<file path="src/rtl/eth_pkg.sv">
// Shared constants and FSM state encoding for the Ethernet transmit path.
package eth_pkg;

  localparam logic [7:0]  PREAMBLE_BYTE = 8'h55;
  localparam logic [7:0]  SFD_BYTE      = 8'hD5;
  localparam int unsigned ETH_HDR_LEN   = 14;
  localparam int unsigned IP_HDR_LEN    = 20;
  localparam int unsigned FCS_LEN       = 4;
  localparam int unsigned UDP_LEN_MIN   = 8;
  localparam int unsigned UDP_LEN_MAX   = 1472;

  typedef enum logic [3:0] {
    S_IDLE,
    S_PRE,
    S_SFD,
    S_ETH,
    S_IP,
    S_UDP,
    S_PAD,
    S_FCS,
    S_IFG
  } tx_state_t;

endpackage

</file>
<file path="src/rtl/eth_tx_sequencer.sv">
// Frame-level transmit sequencer: preamble, headers, UDP, pad, FCS, IFG.
// Bytes pass through a CRC-facing stage 0 register, then the tx stage 1 register.
module eth_tx_sequencer
  import eth_pkg::*;
#(
  parameter int unsigned IFG_BYTES     = 12,
  parameter int unsigned MIN_FRAME_LEN = 60
) (
  input  logic        clk,
  input  logic        rst,
  input  logic        enable,
  input  logic        start,
  input  logic [15:0] udp_len,
  output logic        busy,
  output logic        done,
  output logic        abort,
  input  logic [7:0]  eth_data,
  input  logic [7:0]  ip_data,
  input  logic [7:0]  udp_data,
  input  logic        eth_valid,
  input  logic        ip_valid,
  input  logic        udp_valid,
  output logic        eth_ready,
  output logic        ip_ready,
  output logic        udp_ready,
  output logic        crc_init,
  output logic        crc_calc,
  output logic [7:0]  crc_data,
  output logic        crc_finish,
  input  logic [31:0] crc_value,
  input  logic        crc_ready,
  output logic [7:0]  tx_data,
  output logic        tx_valid
);

  localparam logic [10:0] C_PRE_END = 11'd6;
  localparam logic [10:0] C_ETH_END = 11'(ETH_HDR_LEN - 1);
  localparam logic [10:0] C_HDR_END = 11'(ETH_HDR_LEN + IP_HDR_LEN - 1);
  localparam logic [10:0] C_PAD_END = 11'(MIN_FRAME_LEN - 1);
  localparam logic [10:0] C_FCS_END = 11'(FCS_LEN);
  localparam logic [10:0] C_IFG_END = 11'(IFG_BYTES - 2);

  tx_state_t   r_state;
  logic [10:0] r_cnt;
  logic [10:0] r_len;
  logic [23:0] r_fcs;
  logic        r_busy, r_done, r_abort;
  logic        r_crc_init, r_crc_calc, r_crc_finish;
  logic [7:0]  r_s0_data;
  logic        r_s0_valid;
  logic [7:0]  r_tx_data;
  logic        r_tx_valid;

  logic        w_src_valid;
  logic [7:0]  w_src_data;
  logic        w_src_last;
  tx_state_t   w_src_next;
  logic [10:0] w_udp_end;
  logic        w_len_bad;

  assign w_udp_end = C_HDR_END + r_len;
  assign w_len_bad = (udp_len < 16'(UDP_LEN_MIN)) || (udp_len > 16'(UDP_LEN_MAX));

  // r_cnt counts DA..pad bytes continuously across ETH, IP, UDP and PAD.
  always_comb begin
    w_src_valid = 1'b0;
    w_src_data  = '0;
    w_src_last  = 1'b0;
    w_src_next  = r_state;
    case (r_state)
      S_ETH: begin
        w_src_valid = eth_valid;
        w_src_data  = eth_data;
        w_src_last  = (r_cnt == C_ETH_END);
        w_src_next  = S_IP;
      end
      S_IP: begin
        w_src_valid = ip_valid;
        w_src_data  = ip_data;
        w_src_last  = (r_cnt == C_HDR_END);
        w_src_next  = S_UDP;
      end
      S_UDP: begin
        w_src_valid = udp_valid;
        w_src_data  = udp_data;
        w_src_last  = (r_cnt == w_udp_end);
        w_src_next  = (w_udp_end >= C_PAD_END) ? S_FCS : S_PAD;
      end
      default: ;
    endcase
  end

  assign eth_ready = (r_state == S_ETH);
  assign ip_ready  = (r_state == S_IP);
  assign udp_ready = (r_state == S_UDP);

  always_ff @(posedge clk) begin
    if (rst) begin
      r_state      <= S_IDLE;
      r_cnt        <= '0;
      r_len        <= '0;
      r_fcs        <= '0;
      r_busy       <= 1'b0;
      r_done       <= 1'b0;
      r_abort      <= 1'b0;
      r_crc_init   <= 1'b0;
      r_crc_calc   <= 1'b0;
      r_crc_finish <= 1'b0;
      r_s0_data    <= '0;
      r_s0_valid   <= 1'b0;
      r_tx_data    <= '0;
      r_tx_valid   <= 1'b0;
    end else begin
      r_done       <= 1'b0;
      r_abort      <= 1'b0;
      r_crc_init   <= 1'b0;
      r_crc_calc   <= 1'b0;
      r_crc_finish <= 1'b0;
      r_s0_valid   <= 1'b0;
      r_tx_data    <= r_s0_valid ? r_s0_data : '0;
      r_tx_valid   <= r_s0_valid;
      case (r_state)
        S_IDLE: begin
          if (enable && start) begin
            if (w_len_bad) begin
              r_abort <= 1'b1;
            end else begin
              // First preamble byte leaves on the accept edge to meet S+2 latency.
              r_len      <= udp_len[10:0];
              r_busy     <= 1'b1;
              r_s0_data  <= PREAMBLE_BYTE;
              r_s0_valid <= 1'b1;
              r_cnt      <= 11'd1;
              r_state    <= S_PRE;
            end
          end
        end
        S_PRE: begin
          r_s0_data  <= PREAMBLE_BYTE;
          r_s0_valid <= 1'b1;
          r_cnt      <= r_cnt + 11'd1;
          if (r_cnt == C_PRE_END) r_state <= S_SFD;
        end
        S_SFD: begin
          r_s0_data  <= SFD_BYTE;
          r_s0_valid <= 1'b1;
          r_crc_init <= 1'b1;
          r_cnt      <= '0;
          r_state    <= S_ETH;
        end
        S_ETH, S_IP, S_UDP: begin
          if (!w_src_valid) begin
            r_abort <= 1'b1;
            r_cnt   <= '0;
            r_state <= S_IFG;
          end else begin
            r_s0_data  <= w_src_data;
            r_s0_valid <= 1'b1;
            r_crc_calc <= 1'b1;
            r_cnt      <= r_cnt + 11'd1;
            if (w_src_last) begin
              r_state <= w_src_next;
              if (w_src_next == S_FCS) r_cnt <= '0;
            end
          end
        end
        S_PAD: begin
          r_s0_data  <= '0;
          r_s0_valid <= 1'b1;
          r_crc_calc <= 1'b1;
          r_cnt      <= r_cnt + 11'd1;
          if (r_cnt == C_PAD_END) begin
            r_cnt   <= '0;
            r_state <= S_FCS;
          end
        end
        S_FCS: begin
          r_cnt <= r_cnt + 11'd1;
          if (r_cnt == 11'd0) begin
            r_crc_finish <= 1'b1;
          end else if (r_cnt == 11'd1) begin
            if (!crc_ready) begin
              // Fault path enters IFG one count in so the idle gap stays IFG_BYTES.
              r_abort    <= 1'b1;
              r_tx_data  <= '0;
              r_tx_valid <= 1'b0;
              r_cnt      <= 11'd1;
              r_state    <= S_IFG;
            end else begin
              r_tx_data  <= crc_value[7:0];
              r_tx_valid <= 1'b1;
              r_fcs      <= crc_value[31:8];
            end
          end else if (r_cnt == 11'd2) begin
            r_tx_data  <= r_fcs[7:0];
            r_tx_valid <= 1'b1;
          end else if (r_cnt == 11'd3) begin
            r_tx_data  <= r_fcs[15:8];
            r_tx_valid <= 1'b1;
          end else if (r_cnt == C_FCS_END) begin
            r_tx_data  <= r_fcs[23:16];
            r_tx_valid <= 1'b1;
            r_done     <= 1'b1;
            r_cnt      <= '0;
            r_state    <= S_IFG;
          end
        end
        S_IFG: begin
          if (r_cnt == C_IFG_END) begin
            r_cnt   <= '0;
            r_busy  <= 1'b0;
            r_state <= S_IDLE;
          end else begin
            r_cnt <= r_cnt + 11'd1;
          end
        end
        default: r_state <= S_IDLE;
      endcase
    end
  end

  assign busy       = r_busy;
  assign done       = r_done;
  assign abort      = r_abort;
  assign crc_init   = r_crc_init;
  assign crc_calc   = r_crc_calc;
  assign crc_data   = r_s0_data;
  assign crc_finish = r_crc_finish;
  assign tx_data    = r_tx_data;
  assign tx_valid   = r_tx_valid;

endmodule

</file>
<file path="config.mk">
export PLATFORM = sky130hd
export DESIGN_NAME = eth_tx_sequencer
export DESIGN_NICKNAME = d
export VERILOG_FILES = /design/src/rtl/eth_pkg.sv /design/src/rtl/eth_tx_sequencer.sv
export SDC_FILE = /design/constraint.sdc
export NUM_CORES = 1
export LEC_CHECK = 0
export CORE_UTILIZATION = 45
export DETAILED_ROUTE_END_ITERATION = 7
export PLACE_DENSITY = 0.78
export SYNTH_ARGS = -nofsm -noshare
export SYNTH_HDL_FRONTEND = slang
export SYNTH_SLANG_ARGS = --single-unit
</file>
<file path="constraint.sdc">
create_clock -name clk -period 3.2 [get_ports clk]
set_input_delay 0.8 -clock clk [delete_from_list [all_inputs] [get_ports clk]]
set_output_delay 0.8 -clock clk [all_outputs]
set_load 0.03 [all_outputs]
</file>
==> flow_summary.json <==
{
  "status": "finished, final reports clean",
  "vias_per_cell": 5.85,
  "synthCells": 591,
  "synth_simple_gate_area_share_pct": 28.7,
  "yosysTopAreaCell": "dfxtp_1",
  "area_delta_synth_final_pct": 33.9,
  "grt.overflow.total": 0,
  "htreeDepth": 3,
  "r2r_slack_ps": 250,
  "post_cts_resized": 0,
  "design_area_um2": 5960,
  "synth_area_um2": 4450,
  "synthTopCellsByArea": "dfxtp_1 (33%), nand2_1 (8.9%), a21oi_1 (4.3%), nor2_1 (4.0%), mux2i_1 (3.4%)",
  "synth_edf_count": 0,
  "nets": 777,
  "fin_ws_ps": 94.0,
  "cts_tree": "built",
  "grt_pass1_wl_mm": 21.6,
  "power.density_nw_per_um2": 481,
  "irDropWorstVdd_v": 0.000242,
  "core-area_um2": 9420,
  "dieArea_um2": 10300,
  "whs_ps": 459,
  "syn_area_per_cell_um2": 7.53,
  "synthAdderAreaFrac_pct": 1.69,
  "yosysUniqueCellTypes": 66,
  "globalplace.congestion": 0.912,
  "cp-end-kind": "register",
  "route.detailed.drc": 0,
  "synth_seq_cells": 74,
  "max_cap_viol_count": 0,
  "antenna_found_initial": 0,
  "rsz0062_at_grt": "false",
  "period_share_pct": 97.1,
  "p_leak_nw": 2.12,
  "ioPinCount": 106,
  "clk_pin_slew_ps": 80,
  "die_h_um": 101,
  "worst_pin_slew_ps": 840,
  "synth_top_area_share_pct": 33.3,
  "nFillCells": 828,
  "cts_buffer_depth": 2,
  "grtUsageTotal_pct": 26.6,
  "crit_path_start_kind": "input port",
  "drtIter0Drc": 321,
  "wl_mm": 13.3,
  "cts.hold.buffers_added": 0,
  "grt_pass1_vias": 4459,
  "netlist_top_cells_count": "nand2_1 (105), dfxtp_1 (74), nor2_1 (47), a21oi_1 (38), clkbuf_1 (27)",
  "syn_nets": 677,
  "max_clock_freq_mhz": 322,
  "ys.flop_type": "dfxtp_1",
  "clock_latency_ps": 350,
  "num_vias": 4828,
  "wire_per_inst_um": 16.1,
  "skew_ps": 9.74,
  "portBuffers": 105,
  "synth_top_family_by_area": "simple AND/OR/NAND/NOR gates",
  "grt_max_degree": 38,
  "cts_root_buffer": "clkbuf_8",
  "die_w_um": 101,
  "power_mw": 2.86,
  "path_class": "in2reg",
  "yosysWarnings": 0,
  "synthArstFlopShare_pct": 0,
  "synth_xor_area_share_pct": 1.77,
  "cts_sinks": 74,
  "dpl_cell_area_um2": 5710,
  "n_antenna_cell": 0,
  "initial_core_util_pct": 47.3,
  "hold_class": "reg2reg",
  "relSlewSlack_pct": 43.6,
  "seq_area_frac_synth_pct": 33.3,
  "utilization_pct": 63.3,
  "slew_violations": 0,
  "muxShareOfSynthArea_pct": 4.13,
  "ant_nets": 0,
  "critPathMaxFanout": 13,
  "required_ps": 3450,
  "cts_made_buffers": 9,
  "yosysMostFrequentCell": "nand2_1",
  "crit_arrival_ps": 3360,
  "post-cts-setup-buffers": 0,
  "hpwl_mm": 10.0,
  "min_period_ps": 3110,
  "synth_compound_area_share_pct": 24.5,
  "hold_viol": 0,
  "rows": 35,
  "place_ws_ps": -333,
  "drt_pass1_iterations": 5,
  "setup_violations": 0,
  "layout-drive-gt1-share_pct": 9.20
}
-- registers in the layout (all words and copies together), names as in the netlist --
| register | flops |
|---|---|
| abort | 1 |
| busy | 1 |
| crc_calc | 1 |
| crc_data | 8 |
| crc_finish | 1 |
| crc_init | 1 |
| done | 1 |
| r_cnt | 11 |
| r_fcs | 24 |
| r_len | 11 |
| r_s0_valid | 1 |
| r_state | 4 |
| tx_data | 8 |
| tx_valid | 1 |
-- cells in the final DEF (no fill, tap or decap), types with 3 or more instances in the layout --
master	n
o21ai_1	3
o21ai_0	14
o31ai_1	4
o2111ai_1	3
and4b_1	3
nor3_1	20
o221ai_1	15
or3_1	5
a21oi_1	38
nand2b_1	8
clkbuf_8	10
inv_1	18
or4_1	5
a31oi_1	15
mux2i_1	15
nand4_1	6
ha_1	5
clkdlybuf4s50_1	104
nand4b_1	3
nand3_1	21
nand2_1	105
xor2_1	5
xnor2_1	4
dfxtp_1	71
nor2_1	47
nor4_1	12
o211ai_1	8
clkinv_4	4
a22oi_1	8
a211oi_1	13
nand3b_1	4
and3_1	3
a311oi_1	9
and2_1	9
dfxtp_2	3
buf_4	28
-- cell type report --
type	count	area, µm²	area share [%]
Tap cell	129	161	2.71
Sequential cell	74	1490	24.9
Clock inverter	6	73.8	1.24
Inverter	18	67.6	1.13
Timing Repair Buffer	135	1300	21.8
Multi-Input combinational cell	453	2730	45.9
Clock buffer	10	138	2.31
-- power by group --
group / total, mW / internal [mW] / switching [mW]
clock: 0.770 / 0.390 / 0.380
combinational: 0.970 / 0.460 / 0.510
sequential: 1.12 / 0.992 / 0.130
-- metal layers --
layer | vias to the layer above | part of all wire (%) | GRT usage, %
li1 | 2359 | - | -
met1 | 2236 | 43 | 34.1
met2 | 204 | 47 | 42.9
met3 | 29 | 7.6 | 5.80
met4 | 0 | 2.5 | 11.7
met5 | - | 0 | 0
-- worst max-delay path, cell delays in order --
cell	delay, ps
clkdlybuf4s50_1	410
or3_1	410
or4_1	440
a41o_1	290
a21oi_4	180
nand2_2	110
a211oi_4	250
buf_12	160
nor2_1	50
a311oi_1	260
-- per-stage QoR --
step	cells	TNS, ps
2_1_floorplan	591	0
3_3_place_gp	809	-4010
3_5_place_dp	809	-6190
4_1_cts	825	0
5_1_grt	825	0
6_report	825	0
-- worst paths after layout --
| check | startpoint | to | depth (start not counted) |
|---|---|---|---|
| setup / recovery | udp_len[3] | crc_data[2]$_SDFFE_PP0P_ | 10 |
| hold / removal | r_fcs[18]$_SDFFE_PP0P_ | r_fcs[18]$_SDFFE_PP0P_ | 2 |
| setup reg to reg | r_len[4]$_SDFFE_PP0P_ | r_cnt[9]$_SDFFE_PP0P_ | 7 |
| hold reg to reg | r_fcs[18]$_SDFFE_PP0P_ | r_fcs[18]$_SDFFE_PP0P_ | 2 |
-- logic make-up (layout without fill, tap and decap cells) --
family                     count (synthesis)  in the layout
buffers and inverters                     64            169
DFF                                       74             74
adders and majority gates                  6              6
AOI/OAI and AO/OA                        155            155
muxes                                     18             18
and+or+nand+nor                          265            265
xor gates and xnor gates                   9              9
No activity file was read; power rests on OpenSTA's default activity.
